<file path="src/rtl/dc_offset_remover.sv">
// dc_offset_remover: windowed-mean DC offset estimate with saturating removal.
// Define OFFSET_ROUND_EN to round the offset to nearest instead of flooring.
module dc_offset_remover #(
    parameter int M        = 14,
    parameter int LOG2_WIN = 10
) (
    input  logic                clk,
    input  logic                rst,
    input  logic                sample_en,
    input  logic signed [M-1:0] vin_raw,
    output logic signed [M-1:0] vout,
    output logic                vout_valid,
    output logic signed [M-1:0] offset,
    output logic                offset_valid,
    output logic                sat
);

`ifdef OFFSET_ROUND_EN
    localparam int AW = M + LOG2_WIN + 1;
`else
    localparam int AW = M + LOG2_WIN;
`endif

    localparam logic [LOG2_WIN-1:0] CNT_LAST = '1;
    localparam logic [LOG2_WIN-1:0] CNT_ONE  = LOG2_WIN'(1);
    localparam logic signed [M-1:0] VMAX = {1'b0, {(M-1){1'b1}}};
    localparam logic signed [M-1:0] VMIN = {1'b1, {(M-1){1'b0}}};

    logic signed [AW-1:0]   acc;
    logic [LOG2_WIN-1:0]    cnt;
    logic signed [AW-1:0]   acc_sum;
    logic signed [AW-1:0]   acc_fin;
    logic signed [M-1:0]    offset_nxt;
    logic signed [M:0]      diff;
    logic                   ovf;
    logic signed [M-1:0]    vout_nxt;
    logic                   win_end;

    assign acc_sum = acc + {{(AW-M){vin_raw[M-1]}}, vin_raw};

`ifdef OFFSET_ROUND_EN
    localparam logic signed [AW-1:0] HALF = AW'(1) << (LOG2_WIN - 1);
    assign acc_fin = acc_sum + HALF;
`else
    assign acc_fin = acc_sum;
`endif

    // Window mean; the shifted value always fits back into M bits.
    assign offset_nxt = M'(acc_fin >>> LOG2_WIN);
    assign win_end    = (cnt == CNT_LAST);

    // One extra bit keeps the difference exact before clamping.
    assign diff     = {vin_raw[M-1], vin_raw} - {offset[M-1], offset};
    assign ovf      = diff[M] ^ diff[M-1];
    assign vout_nxt = ovf ? (diff[M] ? VMIN : VMAX) : diff[M-1:0];

    // Accumulate one window of samples and publish its mean at window end.
    always_ff @(posedge clk) begin
        if (rst) begin
            acc          <= '0;
            cnt          <= '0;
            offset       <= '0;
            offset_valid <= 1'b0;
        end else if (sample_en) begin
            if (win_end) begin
                acc          <= '0;
                cnt          <= '0;
                offset       <= offset_nxt;
                offset_valid <= 1'b1;
            end else begin
                acc <= acc_sum;
                cnt <= cnt + CNT_ONE;
            end
        end
    end

    // Subtract the current offset and clamp, one cycle after each sample.
    always_ff @(posedge clk) begin
        if (rst) begin
            vout       <= '0;
            vout_valid <= 1'b0;
            sat        <= 1'b0;
        end else begin
            vout_valid <= sample_en;
            if (sample_en) begin
                vout <= vout_nxt;
                sat  <= ovf;
            end else begin
                sat <= 1'b0;
            end
        end
    end

endmodule

</file>
<file path="config.mk">
export PLATFORM = sky130hd
export DESIGN_NAME = dc_offset_remover
export DESIGN_NICKNAME = d
export VERILOG_FILES = /design/src/rtl/dc_offset_remover.sv
export SDC_FILE = /design/constraint.sdc
export NUM_CORES = 1
export LEC_CHECK = 0
export BUFFER_PORTS_ARGS = -buffer_cell sky130_fd_sc_hd__buf_2
export CAP_MARGIN = 10
export CORE_ASPECT_RATIO = 0.8
export CORE_MARGIN = 2
export CORE_UTILIZATION = 45
export CTS_CLUSTER_SIZE = 8
export DETAILED_ROUTE_END_ITERATION = 8
export PLACE_DENSITY = 0.66
export SETUP_SLACK_MARGIN = 0.15
export SYNTH_ARGS = -nofsm -noshare
export SYNTH_HDL_FRONTEND = slang
export SYNTH_SLANG_ARGS = --single-unit
export TNS_END_PERCENT = 100
</file>
<file path="constraint.sdc">
create_clock -name clk -period 3.35 [get_ports clk]
set_clock_uncertainty 0.2 [all_clocks]
set_input_delay 0.8375 -clock clk [delete_from_list [all_inputs] [get_ports clk]]
set_output_delay 0.8375 -clock clk [all_outputs]
set_load 0.1 [all_outputs]
</file>
==> summary.md <==
| Metric | Value |
|---|---|
| Flops & latches, synth | `65` |
| Die height | `92.1 um` |
| # H-tree levels | `3` |
| Worst R2R End | `vout[2]$_SDFFE_PP0P_` |
| Die area | `10500 um2` |
| Reg2Reg Depth | `10` |
| Syn Area/Cell | `8.89 um2` |
| Critical Path Stages | `10` |
| Max-Cap Viols | `0` |
| I/O Buffers | `47` |
| Clk slew on worst S/H paths | `0.06 ns` |
| Tmin final | `3.09 ns` |
| Crit path DAT | `3.15 ns` |
| Distinct cells, synth | `64` |
| GPL Wtd Cong | `0.926` |
| Gr usage total | `0.233` |
| Syn_nets | `548` |
| Status | `finished clean` |
| Width of the die | `114 um` |
| Rel. slew slack | `0.558` |
| Critical Path Source Type | `primary input` |
| First-pass GRT wire length | `19200 um` |
| CP bufs+invs | `1` |
| Routed vias | `3972` |
| Cell count after synthesis | `491` |
| Hold Path Origin | `offset[6]$_SDFFE_PP0P_` |
| WP data required | `3.41 ns` |
| # setup viols final | `0` |
| Setup repair bufs after CTS | `0` |
| DP Wirelength | `8690 um` |
| Slowest stage cell, crit path | `a221o_4` |
| Area of the multi-input gates | `2960 um2` |
| Final hold viol count | `0` |
| Sink Count | `65` |
| Initial antenna violation count | `0` |
| Routed WL | `11800 um` |
| Num CTS Buffers | `9` |
| F_max | `324 MHz` |
| Number of antenna-violating nets in the routed design | `0` |
| Leak | `0.00246 uW` |
| # IOs | `48` |
| Clk_lat worst skew | `0.34 ns` |
| Worst r2r src | `offset[1]$_SDFFE_PP0P_` |
| Critical path endpoint category | `flip-flop` |
| Crit-path max FO | `10` |
| Crit path largest cell delay | `0.44 ns` |
| CP Cell Sequence | `buf_2, ha_1, nand2b_1, a21oi_2, o41ai_4, a21boi_2, a221o_4, xnor2_4, maj3_1, a211oi_1` |
| Placed cell count | `690` |
| # rows | `32` |
| EDFF count, synth | `0` |
| Largest net degree at the start of global routing | `44` |
| Setup_tns | `0 ns` |
| Unrepaired setup endpoints after global routing | `yes` |
| Layout cell share with drive strength beyond 1 | `0.288` |
| Predominant post-synthesis flop cell | `dfxtp_1` |
| Register Area | `1320 um2` |
| Grt ovf | `0` |
| Clk root buf | `clkbuf_16` |
| DRC viols | `0` |
| DR pass1 iterations | `5` |
| Worst VDD drop | `0.000335 V` |
| Antenna diodes | `0` |
| Area grow syn2layout | `25.7%` |
| Hold-critical path endpoint | `offset[6]$_SDFFE_PP0P_` |
| Flop2flop setup slack | `0.45 ns` |
| Setup CP Type | `primary input to flip-flop` |
| CTS Buffer Depth | `2` |
| Final net count | `639` |
| Initial core utilization | `0.458` |
| CTS tree | `yes` |
| Number of global-route vias before repair | `3934` |
| Initial DRC count | `236` |
| Slew @ Worst Pin | `0.661 ns` |
| Core Region | `9530 um2` |
| Routed wire per std cell | `16.7 um` |
| Yosys Warn Count | `0` |
| Filler cell count | `881` |
| Vias per inst | `5.63` |
| Max Slew Vio Count | `0` |
| Power per Cell Area | `530 nW/um2` |
| Hold WC Path Type | `flip-flop to flip-flop` |
| Worst hold path depth | `1` |
| Final Non-Filler Cells | `706` |
| Mapped Area | `4370 um2` |
| Post-synth ARST share | `0` |
| Seq/Total Area, Yosys | `0.298` |
| Crit-path leading delay family | `compound AO/OA/AOI/OAI gates` |
| Final period utilization | `0.922` |
==> Yosys cell counts, types with 2 or more instances <==
| cell | count | area share |
|---|---|---|
| nor2b_1 | 2 | 0.0029 |
| nor3b_1 | 3 | 0.0052 |
| nand4_1 | 8 | 0.011 |
| or2_2 | 3 | 0.0043 |
| a211o_1 | 2 | 0.0040 |
| nand2b_1 | 20 | 0.029 |
| a211oi_2 | 11 | 0.032 |
| inv_1 | 29 | 0.025 |
| nor3_1 | 3 | 0.0034 |
| o31ai_1 | 3 | 0.0052 |
| o211ai_1 | 2 | 0.0034 |
| and4_1 | 2 | 0.0040 |
| o21ai_1 | 3 | 0.0034 |
| nand2_1 | 25 | 0.021 |
| buf_1 | 2 | 0.0017 |
| a211oi_1 | 2 | 0.0034 |
| ha_1 | 38 | 0.11 |
| mux2i_1 | 5 | 0.011 |
| maj3_2 | 9 | 0.023 |
| a21o_1 | 21 | 0.036 |
| a22o_1 | 19 | 0.038 |
| fa_1 | 2 | 0.0092 |
| clkbuf_1 | 15 | 0.013 |
| xor2_1 | 17 | 0.034 |
| nor2_1 | 34 | 0.029 |
| o21ai_0 | 13 | 0.015 |
| and3_1 | 2 | 0.0029 |
| o21a_1 | 4 | 0.0069 |
| o32ai_1 | 3 | 0.0060 |
| o22ai_1 | 2 | 0.0029 |
| o21bai_1 | 6 | 0.010 |
| nand3_1 | 18 | 0.021 |
| a31oi_1 | 3 | 0.0043 |
| xnor2_1 | 19 | 0.038 |
| dfxtp_1 | 65 | 0.30 |
| a21bo_2 | 2 | 0.0046 |
| a21oi_1 | 47 | 0.054 |
==> flip-flops by register name, summed over array words and instances, names as in the netlist <==
name and count:
vout_valid 1, acc 24, offset 14, sat 1
offset_valid 1, vout 14, cnt 10
==> metal layers <==
| metal | track usage | share of wire | vias to the layer above |
|---|---|---|---|
| li1 | - | - | 1960 |
| met3 | 0.0529 | 0.051 | 18 |
| met2 | 0.370 | 0.46 | 97 |
| met5 | 0 | 0 | - |
| met1 | 0.316 | 0.48 | 1897 |
| met4 | 0.0671 | 0.014 | 0 |
==> cells by family after synthesis <==
| family | share of synthesized area |
|---|---|
| AO/OA/AOI/OAI | 0.270 |
| AND/OR/NAND/NOR | 0.150 |
| flip-flops | 0.298 |
| adder cells (fa/ha/maj) | 0.144 |
| buffers and inverters | 0.0421 |
| XOR/XNOR | 0.0840 |
| multiplexers | 0.0115 |
==> final cells by class <==
cell class | instances | area share
Multi-Input combinational cell | 379 | 0.539
Sequential cell | 65 | 0.240
Timing Repair Buffer | 98 | 0.113
Clock buffer | 10 | 0.0456
Tap cell | 119 | 0.0271
Inverter | 29 | 0.0198
Clock inverter | 6 | 0.0162
==> layout by cell type (no fill, tap or decap), drive strengths merged, types with 10 or more instances in the layout <==
cell type,instances
xnor2,20
a21oi,48
a211oi,13
buf,98
nand3,18
clkbuf,10
inv,29
nor2,34
dfxtp,65
maj3,10
a21o,21
a22o,19
xor2,17
nand2b,20
nand2,25
o21ai,16
ha,38
==> worst max-delay path by stage <==
stage / from / to / slack, ns
floorplan: vin_raw[2] / vout[2]$_SDFFE_PP0P_ / 0.12
global placement: vin_raw[0] / acc[22]$_SDFFE_PP0P_ / -0.07
detailed placement: vin_raw[0] / vout[2]$_SDFFE_PP0P_ / -0.22
CTS: vin_raw[2] / vout[2]$_SDFFE_PP0P_ / 0.22
global route: vin_raw[6] / vout[0]$_SDFFE_PP0P_ / 0.12
finish: vin_raw[1] / vout[2]$_SDFFE_PP0P_ / 0.26
==> where the power goes <==
| part | internal (uW) | switching (uW) | leakage (uW) |
|---|---|---|---|
| clock | 696 | 381 | 0.000160 |
| combinational | 402 | 558 | 0.00176 |
| sequential | 836 | 37.4 | 0.000538 |
| total | 1930 | 977 | 0.00246 |
==> metrics by stage <==
step / hold slack (ns) / setup slack (ns) / util / power [uW] / instance area, um2
5_1_grt: 0.298 / 0.118 / 0.576 / 3050 / 5490
6_report: 0.278 / 0.261 / 0.576 / 2910 / 5490
3_3_place_gp: 0.249 / -0.0737 / 0.537 / 1800 / 5110
2_1_floorplan: 0.229 / 0.117 / - / 1580 / 4420
3_5_place_dp: 0.262 / -0.215 / 0.537 / 1820 / 5110
4_1_cts: 0.281 / 0.222 / 0.573 / 2910 / 5460
==> what timing repair did <==
action,CTS,global route
resized for setup,1,6
hold buffers,0,0
pin swaps,0,4
setup endpoints to repair,1,14
Power figures use the tool's default switching activity.
